File: src/rtl/aes_gcm_sequencer.sv
// aes_gcm_sequencer: front-end controller for the AES-GCM pipeline.
// Captures one GCM instance per start command, emits a header beat and then
// one beat per accepted AAD/plaintext block, inserting bubbles on upstream
// stalls. A PIPE_DEPTH-deep shift register times the o_done pulse.
// Optional feature macro: AES_SEQ_OVERLAP_EN (accept a new start while the
// previous instance is still draining through the pipeline).
module aes_gcm_sequencer #(
  parameter int PIPE_DEPTH = 10,
  parameter int AAD_CNT_W  = 16,
  parameter int PT_CNT_W   = 32
) (
  input  logic                 clk,
  input  logic                 rst,
  input  logic                 i_start,
  input  logic [0:95]          i_iv,
  input  logic [AAD_CNT_W-1:0] i_aad_blocks,
  input  logic [PT_CNT_W-1:0]  i_pt_blocks,
  input  logic                 i_blk_valid,
  input  logic [0:127]         i_blk_data,
  output logic                 o_blk_ready,
  output logic                 o_busy,
  output logic                 o_valid,
  output logic                 o_new_instance,
  output logic [0:127]         o_plain_text,
  output logic [0:127]         o_aad,
  output logic [0:127]         o_h,
  output logic [0:127]         o_encrypted_j0,
  output logic [0:127]         o_encrypted_cb,
  output logic [0:127]         o_instance_size,
  output logic                 o_done
);

  typedef enum logic [2:0] {IDLE, HDR, AAD, PT, DRAIN} state_t;

  state_t                 state_q, state_d;
  logic [0:127]           j0_q, j0_d;
  logic [0:127]           cb_q, cb_d;
  logic [0:127]           size_q, size_d;
  logic [AAD_CNT_W-1:0]   aad_left_q, aad_left_d;
  logic [PT_CNT_W-1:0]    pt_left_q, pt_left_d;
  logic                   valid_q, valid_d;
  logic                   new_q, new_d;
  logic [0:127]           pt_out_q, pt_out_d;
  logic [0:127]           aad_out_q, aad_out_d;
  logic [0:127]           j0_out_q, j0_out_d;
  logic [0:127]           cb_out_q, cb_out_d;
  logic [0:127]           size_out_q, size_out_d;
  logic                   last_q, last_d;
  logic [PIPE_DEPTH-1:0]  drain_q, drain_d;
  logic                   start_ok;
  logic                   blk_fire;

  assign o_blk_ready     = (state_q == AAD) || (state_q == PT);
  assign blk_fire        = i_blk_valid && o_blk_ready;
  assign o_busy          = (state_q != IDLE) || last_q || (|drain_q);
  assign o_valid         = valid_q;
  assign o_new_instance  = new_q;
  assign o_plain_text    = pt_out_q;
  assign o_aad           = aad_out_q;
  assign o_h             = '0;
  assign o_encrypted_j0  = j0_out_q;
  assign o_encrypted_cb  = cb_out_q;
  assign o_instance_size = size_out_q;
  assign o_done          = drain_q[PIPE_DEPTH-1];

  // Next-state, next-beat and instance-capture logic
  always_comb begin
    state_d    = state_q;
    j0_d       = j0_q;
    cb_d       = cb_q;
    size_d     = size_q;
    aad_left_d = aad_left_q;
    pt_left_d  = pt_left_q;
    valid_d    = 1'b0;
    new_d      = 1'b0;
    pt_out_d   = '0;
    aad_out_d  = '0;
    j0_out_d   = '0;
    cb_out_d   = '0;
    size_out_d = '0;
    last_d     = 1'b0;
    drain_d    = {drain_q[PIPE_DEPTH-2:0], last_q};
    start_ok   = 1'b0;

    case (state_q)
      IDLE: start_ok = i_start;
      HDR: begin
        valid_d    = 1'b1;
        new_d      = 1'b1;
        j0_out_d   = j0_q;
        cb_out_d   = cb_q;
        size_out_d = size_q;
        if (aad_left_q != '0) begin
          state_d = AAD;
        end else if (pt_left_q != '0) begin
          state_d = PT;
        end else begin
          state_d = DRAIN;
          last_d  = 1'b1;
        end
      end
      AAD: begin
        if (blk_fire) begin
          valid_d    = 1'b1;
          aad_out_d  = i_blk_data;
          j0_out_d   = j0_q;
          cb_out_d   = cb_q;
          size_out_d = size_q;
          aad_left_d = aad_left_q - AAD_CNT_W'(1);
          if (aad_left_q == AAD_CNT_W'(1)) begin
            if (pt_left_q != '0) begin
              state_d = PT;
            end else begin
              state_d = DRAIN;
              last_d  = 1'b1;
            end
          end
        end
      end
      PT: begin
        if (blk_fire) begin
          valid_d          = 1'b1;
          pt_out_d         = i_blk_data;
          j0_out_d         = j0_q;
          cb_out_d         = cb_q;
          size_out_d       = size_q;
          cb_d[96:127]     = cb_q[96:127] + 32'd1;
          pt_left_d        = pt_left_q - PT_CNT_W'(1);
          if (pt_left_q == PT_CNT_W'(1)) begin
            state_d = DRAIN;
            last_d  = 1'b1;
          end
        end
      end
      DRAIN: begin
        if (drain_d == '0) state_d = IDLE;
`ifdef AES_SEQ_OVERLAP_EN
        start_ok = i_start;
`else
        start_ok = 1'b0;
`endif
      end
      default: state_d = IDLE;
    endcase

    if (start_ok) begin
      state_d    = HDR;
      j0_d       = {i_iv, 32'h0000_0001};
      cb_d       = {i_iv, 32'h0000_0002};
      size_d     = {{(64-AAD_CNT_W-7){1'b0}}, i_aad_blocks, 7'd0,
                    {(64-PT_CNT_W-7){1'b0}}, i_pt_blocks, 7'd0};
      aad_left_d = i_aad_blocks;
      pt_left_d  = i_pt_blocks;
    end
  end

  // State, instance context, registered beat outputs and drain tracking
  always_ff @(posedge clk) begin
    if (rst) begin
      state_q    <= IDLE;
      j0_q       <= '0;
      cb_q       <= '0;
      size_q     <= '0;
      aad_left_q <= '0;
      pt_left_q  <= '0;
      valid_q    <= 1'b0;
      new_q      <= 1'b0;
      pt_out_q   <= '0;
      aad_out_q  <= '0;
      j0_out_q   <= '0;
      cb_out_q   <= '0;
      size_out_q <= '0;
      last_q     <= 1'b0;
      drain_q    <= '0;
    end else begin
      state_q    <= state_d;
      j0_q       <= j0_d;
      cb_q       <= cb_d;
      size_q     <= size_d;
      aad_left_q <= aad_left_d;
      pt_left_q  <= pt_left_d;
      valid_q    <= valid_d;
      new_q      <= new_d;
      pt_out_q   <= pt_out_d;
      aad_out_q  <= aad_out_d;
      j0_out_q   <= j0_out_d;
      cb_out_q   <= cb_out_d;
      size_out_q <= size_out_d;
      last_q     <= last_d;
      drain_q    <= drain_d;
    end
  end

endmodule
File: config.mk
export PLATFORM = sky130hd
export DESIGN_NAME = aes_gcm_sequencer
export DESIGN_NICKNAME = d
export VERILOG_FILES = /design/src/rtl/aes_gcm_sequencer.sv
export SDC_FILE = /design/constraint.sdc
export NUM_CORES = 1
export LEC_CHECK = 0
export BUFFER_PORTS_ARGS = -buffer_cell sky130_fd_sc_hd__buf_2
export CORE_AREA = 2 2 406 408
export DETAILED_ROUTE_END_ITERATION = 10
export DIE_AREA = 0 0 408 410
export PLACE_DENSITY_LB_ADDON = 0.12
export SYNTH_ARGS = -nofsm -noshare
export SYNTH_HDL_FRONTEND = slang
export SYNTH_SLANG_ARGS = --single-unit
File: constraint.sdc
create_clock -name clk -period 6 [get_ports clk]
set_clock_uncertainty 0.15 [all_clocks]
set_input_delay 0.3 -clock clk [delete_from_list [all_inputs] [get_ports clk]]
set_output_delay 0.3 -clock clk [all_outputs]
set_load 0.005 [all_outputs]
== Yosys cells after proc, flatten, opt, wreduce, memory -nomap -nowiden ==
Cells that the tools add are included.

* Flip-flop bits (word level): 977
* Input bits: 276
* Output and inout port bits: 773

* Add/subtract/negate cells: 3
* Equality and inequality tests: 17
* Multiplexer cells: 36
* Bitwise gates (word level): 3
* Reduce and logical (&&, ||, !) cells: 22

{| class="wikitable"
|+ Operators with widths
! cell !! count
|-
| case mux 128 bit (2 select lines) || 2
|-
| two-way mux 128 bit || 3
|-
| case mux 87 bit (2 select lines) || 1
|-
| two-way mux 32 bit || 3
|-
| two-way mux 87 bit || 1
|-
| two-way mux 16 bit || 3
|-
| adder 32 x 1 -> 32 bit (second input constant) || 1
|-
| equality test 32 x 1 -> 1 bit (second input constant) || 1
|-
| nonzero test 32 bit || 1
|-
| subtractor 32 x 1 -> 32 bit (second input constant) || 1
|-
| two-way mux 3 bit || 7
|-
| equality test 16 x 1 -> 1 bit (second input constant) || 1
|-
| nonzero test 16 bit || 1
|-
| subtractor 16 x 1 -> 16 bit (second input constant) || 1
|-
| case mux 3 bit (5 select lines) || 1
|-
| AND reduction 6 bit || 2
|-
| logical NOT 10 bit || 1
|-
| two-way mux 1 bit || 10
|-
| OR reduction 10 bit || 1
|-
| inequality test 3 bit (second input constant) || 3
|-
| inequality test 2 bit (second input constant) || 4
|-
| OR reduction 2 bit || 4
|-
| equality test 3 x 2 -> 1 bit (second input constant) || 2
|-
| two-way mux 2 bit || 3
|-
| 13 further kinds || 23
|}

== Depth between registers and ports, before layout ==
Gate-level depths: netlist of run 1.

* Depth in word-level cells: 6
* Depth in mapped cells: 9
* Gate-level depth less buffers: 7

== Worst setup path after synthesis of run 1 ==
Ideal clock, no wire load.

* Kind: register to register
* Start point: reg pt_left_q[11]
* End point: reg pt_left_q[28]
* Setup time: 0.091 ns
* Data arrival time: 2.358 ns
* Slack: 3.401 ns
* Cell stages (with the launch flop): 6
* Path buffers: 0
* Cell sequence: dfxtp_1 -> or4_4 -> or4_4 -> or3_4 -> or4_1 -> a311oi_1

* Cells in the longest elaborated chain, start to end: 4

{| class="wikitable"
|+ RTL lines
! element !! line !! text
|-
| start, declared || 40 || <nowiki>logic [PT_CNT_W-1:0] pt_left_q, pt_left_d;</nowiki>
|-
| start signal, assigned || 181 || <nowiki>pt_left_q <= pt_left_d;</nowiki>
|-
| subtractor 32 x 1 -> 32 bit || 128 || <nowiki>pt_left_d = pt_left_q - PT_CNT_W'(1);</nowiki>
|-
| two-way mux 32 bit || 121 || <nowiki>if (blk_fire) begin</nowiki>
|-
| two-way mux 32 bit || 85 || <nowiki>case (state_q)</nowiki>
|-
| two-way mux 32 bit || 146 || <nowiki>if (start_ok) begin</nowiki>
|}

Every way passes these cells. The select of a mux whose other input is x is not followed.
A chain may end at the register's enable or synchronous reset.

== Final worst setup path of run 1 ==
* Start point: reg state_q[1]
* End point: reg cb_q[98] (netlist bit)

* Cells in the longest elaborated chain, start to end: 4

{| class="wikitable"
|+ RTL lines
! element !! line !! text
|-
| start, declared || 35 || <nowiki>state_t state_q, state_d;</nowiki>
|-
| start signal, assigned || 176 || <nowiki>state_q <= state_d;</nowiki>
|-
| equality test 3 x 2 -> 1 bit (on tied branches) || 53, 85 ||
|-
| logical OR 1 bit || 53 || <nowiki>assign o_blk_ready = (state_q == AAD) || (state_q == PT);</nowiki>
|-
| logical AND 1 bit || 54 || <nowiki>assign blk_fire = i_blk_valid && o_blk_ready;</nowiki>
|-
| AND reduction 2 bit (no source line) || - ||
|-
| end signal, assigned || 162 || <nowiki>cb_q <= '0;</nowiki>
|-
| end signal, assigned || 178 || <nowiki>cb_q <= cb_d;</nowiki>
|-
| end, declared || 37 || <nowiki>logic [0:127] cb_q, cb_d;</nowiki>
|}

Several ways; a longest one is shown, not always the timed one.

==> results of run 1 <==
-- registers in the layout, summed over array words and instances (netlist names) --
register	cells
aad_left_q	16
cb_q	128
drain_q	10
j0_q	1
last_q	1
o_aad	128
o_encrypted_cb	128
o_encrypted_j0	1
o_instance_size	48
o_new_instance	1
o_plain_text	128
o_valid	1
pt_left_q	32
size_q	48
state_q	3
-- power by group through the flow --
| stage | Combinational [mW] | Sequential [mW] | Clock, mW |
|---|---|---|---|
| final | 1.89 | 5.06 | 5.49 |
| after global routing | 2.12 | 5.11 | 5.94 |
| after CTS | 1.96 | 5.07 | 5.76 |
| after detailed placement | 1.79 | 5.16 | 0 |
| after global placement | 1.79 | 5.17 | 0 |
| after floorplan | 1.21 | 5.07 | 0 |
-- cells by family (layout without fill, tap and decap cells) --
logic type,Yosys count,count (layout),share of synthesized area
and+or+nand+nor,995,995,0.2210
muxes,1,1,0.0004713
DFF,674,674,0.5648
buffers and inverters,503,1271,0.1329
adders and majority gates,7,7,0.003666
AOI/OAI and AO/OA,235,235,0.05651
other,1,243,0.0001570
xor gates and xnor gates,56,56,0.02053
-- worst max-delay path by stage --
| stage | startpoint | to | slack (ps) | cells after the start |
|---|---|---|---|---|
| floorplan | pt_left_q[11] | pt_left_q[28] | 3400 | 5 |
| global placement | state_q[0] | o_instance_size[46] | 2920 | 5 |
| detailed placement | state_q[0] | o_instance_size[46] | 2900 | 5 |
| CTS | state_q[0] | o_encrypted_cb[101] | 2870 | 5 |
| global route | state_q[0] | o_instance_size[54] | 2710 | 5 |
| finish | state_q[1] | cb_q[98] | 2980 | 6 |
-- metrics by stage --
stage	instances	setup slack (ps)	area, µm²
finish	5671	2978	34460
global route	5668	2713	34450
CTS	5667	2869	34450
detailed placement	5231	2899	28670
global placement	5231	2924	28670
floorplan	2710	3401	24790
-- cell usage in the layout, fill, tap and decap left out, drive strengths merged, types with 5 or more instances in the layout --
| cell type | n |
|---|---|
| a21oi | 165 |
| xnor2 | 35 |
| nor4 | 26 |
| nor2 | 84 |
| ha | 7 |
| o21ai | 9 |
| nand4 | 15 |
| or4 | 18 |
| a311oi | 6 |
| clkinv | 24 |
| buf | 824 |
| and3 | 259 |
| clkbuf | 129 |
| nand3 | 17 |
| a31oi | 7 |
| inv | 16 |
| conb | 239 |
| and4 | 5 |
| and2 | 180 |
| dfxtp | 674 |
| dlygate4sd3 | 273 |
| a211oi | 23 |
| nor3 | 28 |
| nor2b | 13 |
| xor2 | 21 |
| nand2 | 319 |
| or3 | 11 |
-- layer usage --
| layer | wire length (µm) | GRT usage |
|---|---|---|
| met1 | 43380 | 0.1413 |
| met5 | 126 | 0 |
| met2 | 51850 | 0.2072 |
| met3 | 7192 | 0.03487 |
| met4 | 3103 | 0.04400 |
-- final cells by class --
| class | instances | area (µm²) | area share |
|---|---|---|---|
| sequential | 674 | 13490 | 0.3916 |
| timing repair buffer | 1098 | 6973 | 0.2024 |
| inverter | 10 | 37.54 | 0.001089 |
| tap | 2189 | 2739 | 0.07948 |
| clock inverter | 35 | 392.9 | 0.01140 |
| multi-input combinational | 1533 | 8158 | 0.2367 |
| clock buffer | 128 | 2656 | 0.07709 |
| antenna | 4 | 10.01 | 0.0002905 |
-- worst register-to-register path: stages (launching register included) --
cell and delay, ps:
dfxtp_1 510, and4b_1 240, buf_4 270, nand4_1 570, or4_1 730, or3_1 320, a21oi_1 150
==> flow_summary.json, run 1 <==
{
  "outcome": "completed",
  "avgSynthCellArea_um2": 9.665,
  "yosysMostFrequentCell": "dfxtp_1",
  "synth.largest_area_cell": "dfxtp_1",
  "path_class": "reg -> reg",
  "ant_nets": 0,
  "critical_path_buf_inv_count": 1,
  "ys_ff_latch": 674,
  "hold_buffers": 273,
  "antenna_found_initial": 30,
  "ff2ff_path_depth": 6,
  "clock-sinks": 674,
  "rsz0062_at_grt": "false",
  "synth_area_um2": 23890,
  "endpoint_kind": "register",
  "cp.required_ps": 6440,
  "ir_drop_mv": 0.1896,
  "gr-total-overflow": 0,
  "die_x_um": 408,
  "fmax_mhz": 330.9,
  "wl_per_cell_um": 18.63,
  "portBuffers": 809,
  "ctsRootBufferMaster": "clkbuf_16",
  "synthCells": 2472,
  "yosysUniqueCellTypes": 59,
  "setup_viol": 0,
  "hold_path_depth": 2,
  "grtUsageTotal": 0.1204,
  "period_needed_ps": 3022,
  "start_kind": "register",
  "yosysWarnings": 0,
  "rows": 149,
  "nFillCells": 18240,
  "worstSkewPairLatency_ps": 680,
  "hold_path_class": "in -> reg",
  "cp.arrival_ps": 3460,
  "die_area_um2": 167300,
  "worstPathMaxFanout": 20,
  "drv_cap": 0,
  "max_slew_margin": 0.2985,
  "p_int_mw": 8.710,
  "r2r-start": "state_q[1]",
  "whs_endpoint": "drain_q[8]",
  "finalCritPeriodShare": 0.5037,
  "fin_util": 0.2108,
  "cts_inserted_buffers": 91,
  "ctsResizeCount": 0,
  "synthTopCellsByArea": "dfxtp_1 (56%), buf_4 (11%), and3_1 (6.8%)",
  "hp-start": "rst",
  "cellPowerDensity_nw_per_um2": 361.0,
  "synth_edf_count": 0,
  "die_h_um": 410,
  "drc_errors": 0,
  "p_sw_frac": 0.2999,
  "p_comb_frac": 0.152,
  "totalWireLength_mm": 105.7,
  "start_util": 0.1461,
  "worstPathCellList": "and4b_1 > buf_4 > nand4_1 > or4_1 > or3_1 > a21oi_1",
  "dr.pass1.iters": 4,
  "tns_ps": 0,
  "grt_pass1_wl_mm": 145.5,
  "total_power_mw": 12.44,
  "yosys-top-cells-count": "dfxtp_1 (674), buf_4 (337), nand2_1 (319), and3_1 (259), and2_1 (180)",
  "leakagePower_nw": 16.38,
  "seq_area_frac_synth": 0.5648,
  "rrSetupSlack_ps": 2980,
  "postCtsSetupRepairBufs": 0,
  "clk_pin_slew_ps": 60,
  "area_growth_pct": 44.23,
  "ys.flop_type": "dfxtp_1",
  "crit_path_max_incr_delay_ps": 720,
  "slowest_stage": "or4_1",
  "routed_via_density": 3.449,
  "cts_tree": "done",
  "sequentialPowerShare": 0.407,
  "dr.first_iter.drc_count": 918,
  "num_vias": 19560,
  "h-tree-depth": 3,
  "synth_top_area_share": 0.5648,
  "cts_buffer_depth": 3,
  "coreArea_um2": 163500,
  "grt_pass1_vias": 19020,
  "layout-drive-gt1-share": 0.2875,
  "slew_viol_final": 0,
  "gp_congestion": 0.7742,
  "worst_slew_pin_slew_ps": 1052,
  "path_delay_family": "simple AND/OR/NAND/NOR gates",
  "p_sw_mw": 3.731,
  "dp_hpwl_mm": 76.33,
  "whs_ps": 64.79,
  "fin_nets": 3691,
  "r2r-end": "cb_q[98]",
  "grt_max_degree": 256,
  "clkPwrFrac": 0.441,
  "ioPinCount": 1049,
  "hold_violations": 0,
  "synthArstFlopShare": 0
}
(Power assumes the default switching activity.)
==> inputs of run 2 (changes only) <==
--- a/config.mk
+++ b/config.mk
@@ -6,9 +6,9 @@
 export NUM_CORES = 1
 export LEC_CHECK = 0
 export BUFFER_PORTS_ARGS = -buffer_cell sky130_fd_sc_hd__buf_2
-export CORE_AREA = 2 2 406 408
+export CORE_AREA = 2 2 411 413
 export DETAILED_ROUTE_END_ITERATION = 10
-export DIE_AREA = 0 0 408 410
+export DIE_AREA = 0 0 413 415
 export PLACE_DENSITY_LB_ADDON = 0.12
 export SYNTH_ARGS = -nofsm -noshare
 export SYNTH_HDL_FRONTEND = slang
==> constraint.sdc (replaced) <==
create_clock -name clk -period 2.9 [get_ports clk]
set_clock_uncertainty 0.15 [all_clocks]
set_input_delay 0.145 -clock clk [delete_from_list [all_inputs] [get_ports clk]]
set_output_delay 0.145 -clock clk [all_outputs]
set_load 0.005 [all_outputs]
==> run 2 against run 1 <==
  * First-iteration DRC count decreased by 12%
  * Worst setup slack got worse by 2800 ps
  * Sequential share of layout area decreased by 1.1 points
  * Final cell count increased by 2.1%
  * Combinational power increased by 140%
  * Critical path type unchanged
==> flow_summary.json, run 2 (same netlist as run 1, synthesis figures left out) <==
{
  "grt_pass1_vias": 19410,
  "mostFrequentLayoutCell": "buf_2",
  "period_needed_ps": 2704,
  "dr.pass1.iters": 4,
  "fmax_mhz": 369.9,
  "drv_cap": 0,
  "start_kind": "register",
  "cts_tree": "done",
  "hold_path_class": "in -> reg",
  "worstSkewPairLatency_ps": 690,
  "dp_hpwl_mm": 79.71,
  "setup_viol": 0,
  "clock-sinks": 674,
  "ant_nets": 0,
  "endpoint_kind": "register",
  "h-tree-depth": 3,
  "final_cell_mix": "buf_2 (808), dfxtp_1 (674), dlygate4sd3_1 (336)",
  "grt_pass1_wl_mm": 146.4,
  "tns_ps": 0,
  "hp-start": "i_blk_data[46]",
  "start_util": 0.1434,
  "cts_inserted_buffers": 88,
  "crit_top_cell": "or4_4",
  "postLayoutCellArea_um2": 35500,
  "final_cells": 5790,
  "grtUsageTotal": 0.1191,
  "worst_slew_pin_slew_ps": 721.3,
  "die_x_um": 413,
  "rows": 150,
  "wl_per_cell_um": 18.52,
  "r2r-end": "pt_left_q[28]",
  "ff2ff_path_depth": 5,
  "drc_errors": 0,
  "clk_pin_slew_ps": 60,
  "ioPinCount": 1049,
  "rrSetupSlack_ps": 200,
  "hold_path_depth": 3,
  "routed_via_density": 3.420,
  "gr-total-overflow": 0,
  "whs_endpoint": "o_plain_text[46]",
  "postCtsSetupRepairBufs": 0,
  "place_inst": 5283,
  "critical_path_depth": 5,
  "hold_violations": 0,
  "fin_nets": 3788,
  "coreArea_um2": 166700,
  "r2r-start": "pt_left_q[11]",
  "portBuffers": 809,
  "die_h_um": 415,
  "path_delay_family": "simple AND/OR/NAND/NOR gates",
  "ctsRootBufferMaster": "clkbuf_16",
  "finalCritPeriodShare": 0.9323,
  "area_growth_pct": 48.57,
  "cp.required_ps": 3350,
  "max_slew_margin": 0.5191,
  "leakagePower_nw": 16.76,
  "layout-drive-gt1-share": 0.2867,
  "rsz0062_at_grt": "false",
  "antenna_found_initial": 15,
  "die_area_um2": 171400,
  "nFillCells": 18560,
  "cellPowerDensity_nw_per_um2": 734.6,
  "outcome": "completed",
  "critical_path_buf_inv_count": 0,
  "cp.arrival_ps": 3150,
  "totalWireLength_mm": 107.2,
  "gp_congestion": 0.7744,
  "num_vias": 19800,
  "cts_buffer_depth": 3,
  "total_power_mw": 26.07,
  "path_class": "reg -> reg",
  "slew_viol_final": 0,
  "placed_area_um2": 29130,
  "worstPathCellList": "or4_4 > or4_4 > or3_4 > or4_1 > a311oi_1",
  "crit_path_max_incr_delay_ps": 590,
  "ir_drop_mv": 0.3936,
  "grt_max_degree": 138,
  "worstPathMaxFanout": 7,
  "slowest_stage": "or4_4",
  "dr.first_iter.drc_count": 811
}
-- run 2: cell types whose count changed in the layout (fill, tap and decap cells not counted), moves of 2 or more --
cell           previous run  this run
clkbuf_8                 25        23
buf_4                    11        35
clkinv_2                 19         8
dlygate4sd3_1           273       336
inv_6                     5         2
buf_12                    5        18
clkbuf_16                91        88
clkinvlp_4                2         6
diode_2                   4        11
clkbuf_1                 13        22
-- run 2: layout make-up --
class | instances | area [µm²] | share of cell area
Clock buffer | 133 | 2601 | 0.07328
Antenna cell | 11 | 27.53 | 0.0007755
Clock inverter | 27 | 376.6 | 0.01061
Multi-Input combinational cell | 1533 | 8158 | 0.2298
Tap cell | 2204 | 2758 | 0.07769
Inverter | 10 | 37.54 | 0.001057
Sequential cell | 674 | 13490 | 0.3801
Timing Repair Buffer | 1198 | 8045 | 0.2266
-- run 2: per-stage QoR --
stage / setup WS, ps / hold WS [ps] / util
final: 196.4 / 88.91 / 0.2130
after global routing: 126.3 / 46.06 / 0.2129
after CTS: 200.5 / 0.2612 / 0.2128
after detailed placement: 220.4 / 232.3 / 0.1748
after global placement: 157.5 / 230.9 / 0.1748
after floorplan: 300.8 / 131.0 / -
-- run 2: worst max-delay path by stage --
stage / end / startpoint
finish: pt_left_q[28] / pt_left_q[11]
global route: pt_left_q[28] / pt_left_q[11]
CTS: pt_left_q[28] / pt_left_q[11]
detailed placement: pt_left_q[28] / pt_left_q[11]
global placement: pt_left_q[28] / pt_left_q[11]
floorplan: pt_left_q[28] / pt_left_q[11]
-- run 2: per-layer routing --
metal	global-route usage	wire, µm	part of all wire
met4	0.04505	3382	0.032
met1	0.1499	47420	0.44
met5	0	55	0.00051
met2	0.1973	50250	0.47
met3	0.02615	6090	0.057
-- run 2: tightest hold or removal path: stages --
cell and delay (ps):
dlygate4sd3_1 540, buf_2 110, and3_1 120
-- run 2: what timing repair did --
action                                 CTS  global route
resized for setup                        0             0
hold buffers                           336             0
endpoints found under the hold margin  463             0
-- run 2: report_power, final --
part	internal, mW	switching [mW]
Combinational	1.75	2.73
Clock	6.59	4.56
Sequential	9.97	0.479
Total	18.3	7.76
==> inputs of run 3 (changes only) <==
==> constraint.sdc (replaced) <==
create_clock -name clk -period 2.6 [get_ports clk]
set_clock_uncertainty 0.15 [all_clocks]
set_input_delay 0.13 -clock clk [delete_from_list [all_inputs] [get_ports clk]]
set_output_delay 0.13 -clock clk [all_outputs]
set_load 0.005 [all_outputs]
==> run 3 against run 2 <==
  * Largest cell class unchanged
  * Sequential share of layout area shrank 0.58 points
  * Worst setup slack worse by 190 ps
  * Critical path depth stayed put
  * Die area unchanged
  * Register-to-register slack worse by 190 ps
  * Final cell count increased by 0.92%
  * Global-route usage up 0.14 points
==> flow_summary.json, run 3 (same netlist as run 1, synthesis figures left out) <==
{
  "grt_pass1_vias": 19640,
  "fin_nets": 3842,
  "leakagePower_nw": 17.09,
  "mostFrequentLayoutCell": "buf_2",
  "clk_pin_slew_ps": 60,
  "ioPinCount": 1049,
  "worstPathCellList": "or4_4 > or4_4 > or3_4 > or4_4 > a311oi_1",
  "slowest_stage": "or4_4",
  "layout-drive-gt1-share": 0.2917,
  "finalCritPeriodShare": 0.9962,
  "rsz0062_at_grt": "true",
  "dr.first_iter.drc_count": 852,
  "gr-total-overflow": 0,
  "placed_area_um2": 29400,
  "final_cell_mix": "buf_2 (808), dfxtp_1 (674), dlygate4sd3_1 (361)",
  "dr.pass1.iters": 5,
  "hold_path_class": "in -> reg",
  "grtUsageTotal": 0.1205,
  "die_area_um2": 171400,
  "ir_drop_mv": 0.4800,
  "hold_violations": 0,
  "max_slew_margin": 0.5732,
  "cts_buffer_depth": 3,
  "ant_nets": 0,
  "postLayoutCellArea_um2": 36050,
  "gp_congestion": 0.7790,
  "coreArea_um2": 166700,
  "worstSkewPairLatency_ps": 690,
  "outcome": "completed",
  "total_power_mw": 29.24,
  "drc_errors": 0,
  "wl_per_cell_um": 18.50,
  "routed_via_density": 3.428,
  "grt_max_degree": 123,
  "start_kind": "register",
  "h-tree-depth": 3,
  "setup_viol": 0,
  "cp.arrival_ps": 3010,
  "path_class": "reg -> reg",
  "dp_hpwl_mm": 80.71,
  "whs_ps": 74.92,
  "nFillCells": 18560,
  "cts_inserted_buffers": 88,
  "cp.required_ps": 3020,
  "rows": 150,
  "worst_slew_pin_slew_ps": 637.9,
  "ctsRootBufferMaster": "clkbuf_16",
  "cellPowerDensity_nw_per_um2": 811.0,
  "crit_path_max_incr_delay_ps": 530,
  "drv_cap": 0,
  "start_util": 0.1434,
  "num_vias": 20030,
  "slew_viol_final": 0,
  "fmax_mhz": 386.1,
  "die_x_um": 413,
  "portBuffers": 809,
  "area_growth_pct": 50.88,
  "die_h_um": 415,
  "endpoint_kind": "register",
  "grt_pass1_wl_mm": 148.2,
  "antenna_found_initial": 25,
  "totalWireLength_mm": 108.1,
  "clock-sinks": 674,
  "cts_tree": "done",
  "crit_top_cell": "or4_4",
  "period_needed_ps": 2590,
  "worstPathMaxFanout": 4
}
## run 3: cell types whose count changed in the layout (fill, tap and decap cells not counted), sizes merged
cell	previous run	this run
clkinvlp	6	0
diode	11	12
clkinv	15	23
bufinv	4	3
clkbuf	133	130
dlygate4sd3	336	361
buf	862	891
## run 3: power by group
| group | internal (mW) | switching [mW] |
|---|---|---|
| clock | 7.20 | 5.13 |
| combinational | 2.14 | 3.12 |
| sequential | 11.1 | 0.519 |
## run 3: critical path: cells and delay by family, from the launching register on
family / cells / cell delay (ps)
flops: 1 / 310
compound gates: 1 / 220
simple gates: 4 / 1800
## run 3: final cells by class
cell class | instances | area [µm²] | area share
inverters | 10 | 37.54 | 0.001041
diodes | 12 | 30.03 | 0.0008330
well taps | 2204 | 2758 | 0.07650
flip-flops and latches | 674 | 13490 | 0.3743
repair buffers | 1252 | 8601 | 0.2386
multi-input cells | 1533 | 8185 | 0.2271
clock inverters | 28 | 374.1 | 0.01038
clock buffers | 130 | 2570 | 0.07129
## run 3: per-layer routing
layer | part of all wire | vias to the layer above | track usage | wire length (µm)
met4 | 0.024 | 14 | 0.03790 | 2568
met2 | 0.48 | 724 | 0.2042 | 52010
li1 | - | 9784 | - | -
met5 | 0.00091 | - | 0 | 98
met1 | 0.44 | 9366 | 0.1508 | 47230
met3 | 0.057 | 144 | 0.02634 | 6194
## run 3: timing repair
action / 4_1_cts / 5_1_grt
endpoints found under the hold margin: 472 / 0
buffers inserted: 0 / 3
resized for setup: 1 / 4
setup endpoints to repair: 3 / 7
pin swaps: 2 / 2
hold buffers: 361 / 0
## run 3: through the flow
| stage | cells | utilization | worst slack [ps] | setup TNS (ps) |
|---|---|---|---|---|
| after floorplan | 2710 | - | 0.7951 | 0 |
| after global placement | 5309 | 0.1764 | -22.29 | -22.29 |
| after detailed placement | 5309 | 0.1764 | 10.96 | 0 |
| after CTS | 5828 | 0.2158 | 19.64 | 0 |
| after global routing | 5836 | 0.2162 | -66.67 | -103.9 |
| final | 5843 | 0.2163 | 9.791 | 0 |
## run 3: worst paths after layout
| kind | cells past startpoint | slack, ps | startpoint | endpoint |
|---|---|---|---|---|
| max | 5 | 10 | pt_left_q[11] | pt_left_q[28] |
| min | 3 | 70 | i_blk_data[63] | o_aad[63] |
| max reg2reg | 5 | 10 | pt_left_q[11] | pt_left_q[28] |
| min reg2reg | 1 | 280 | size_q[118] | o_instance_size[118] |
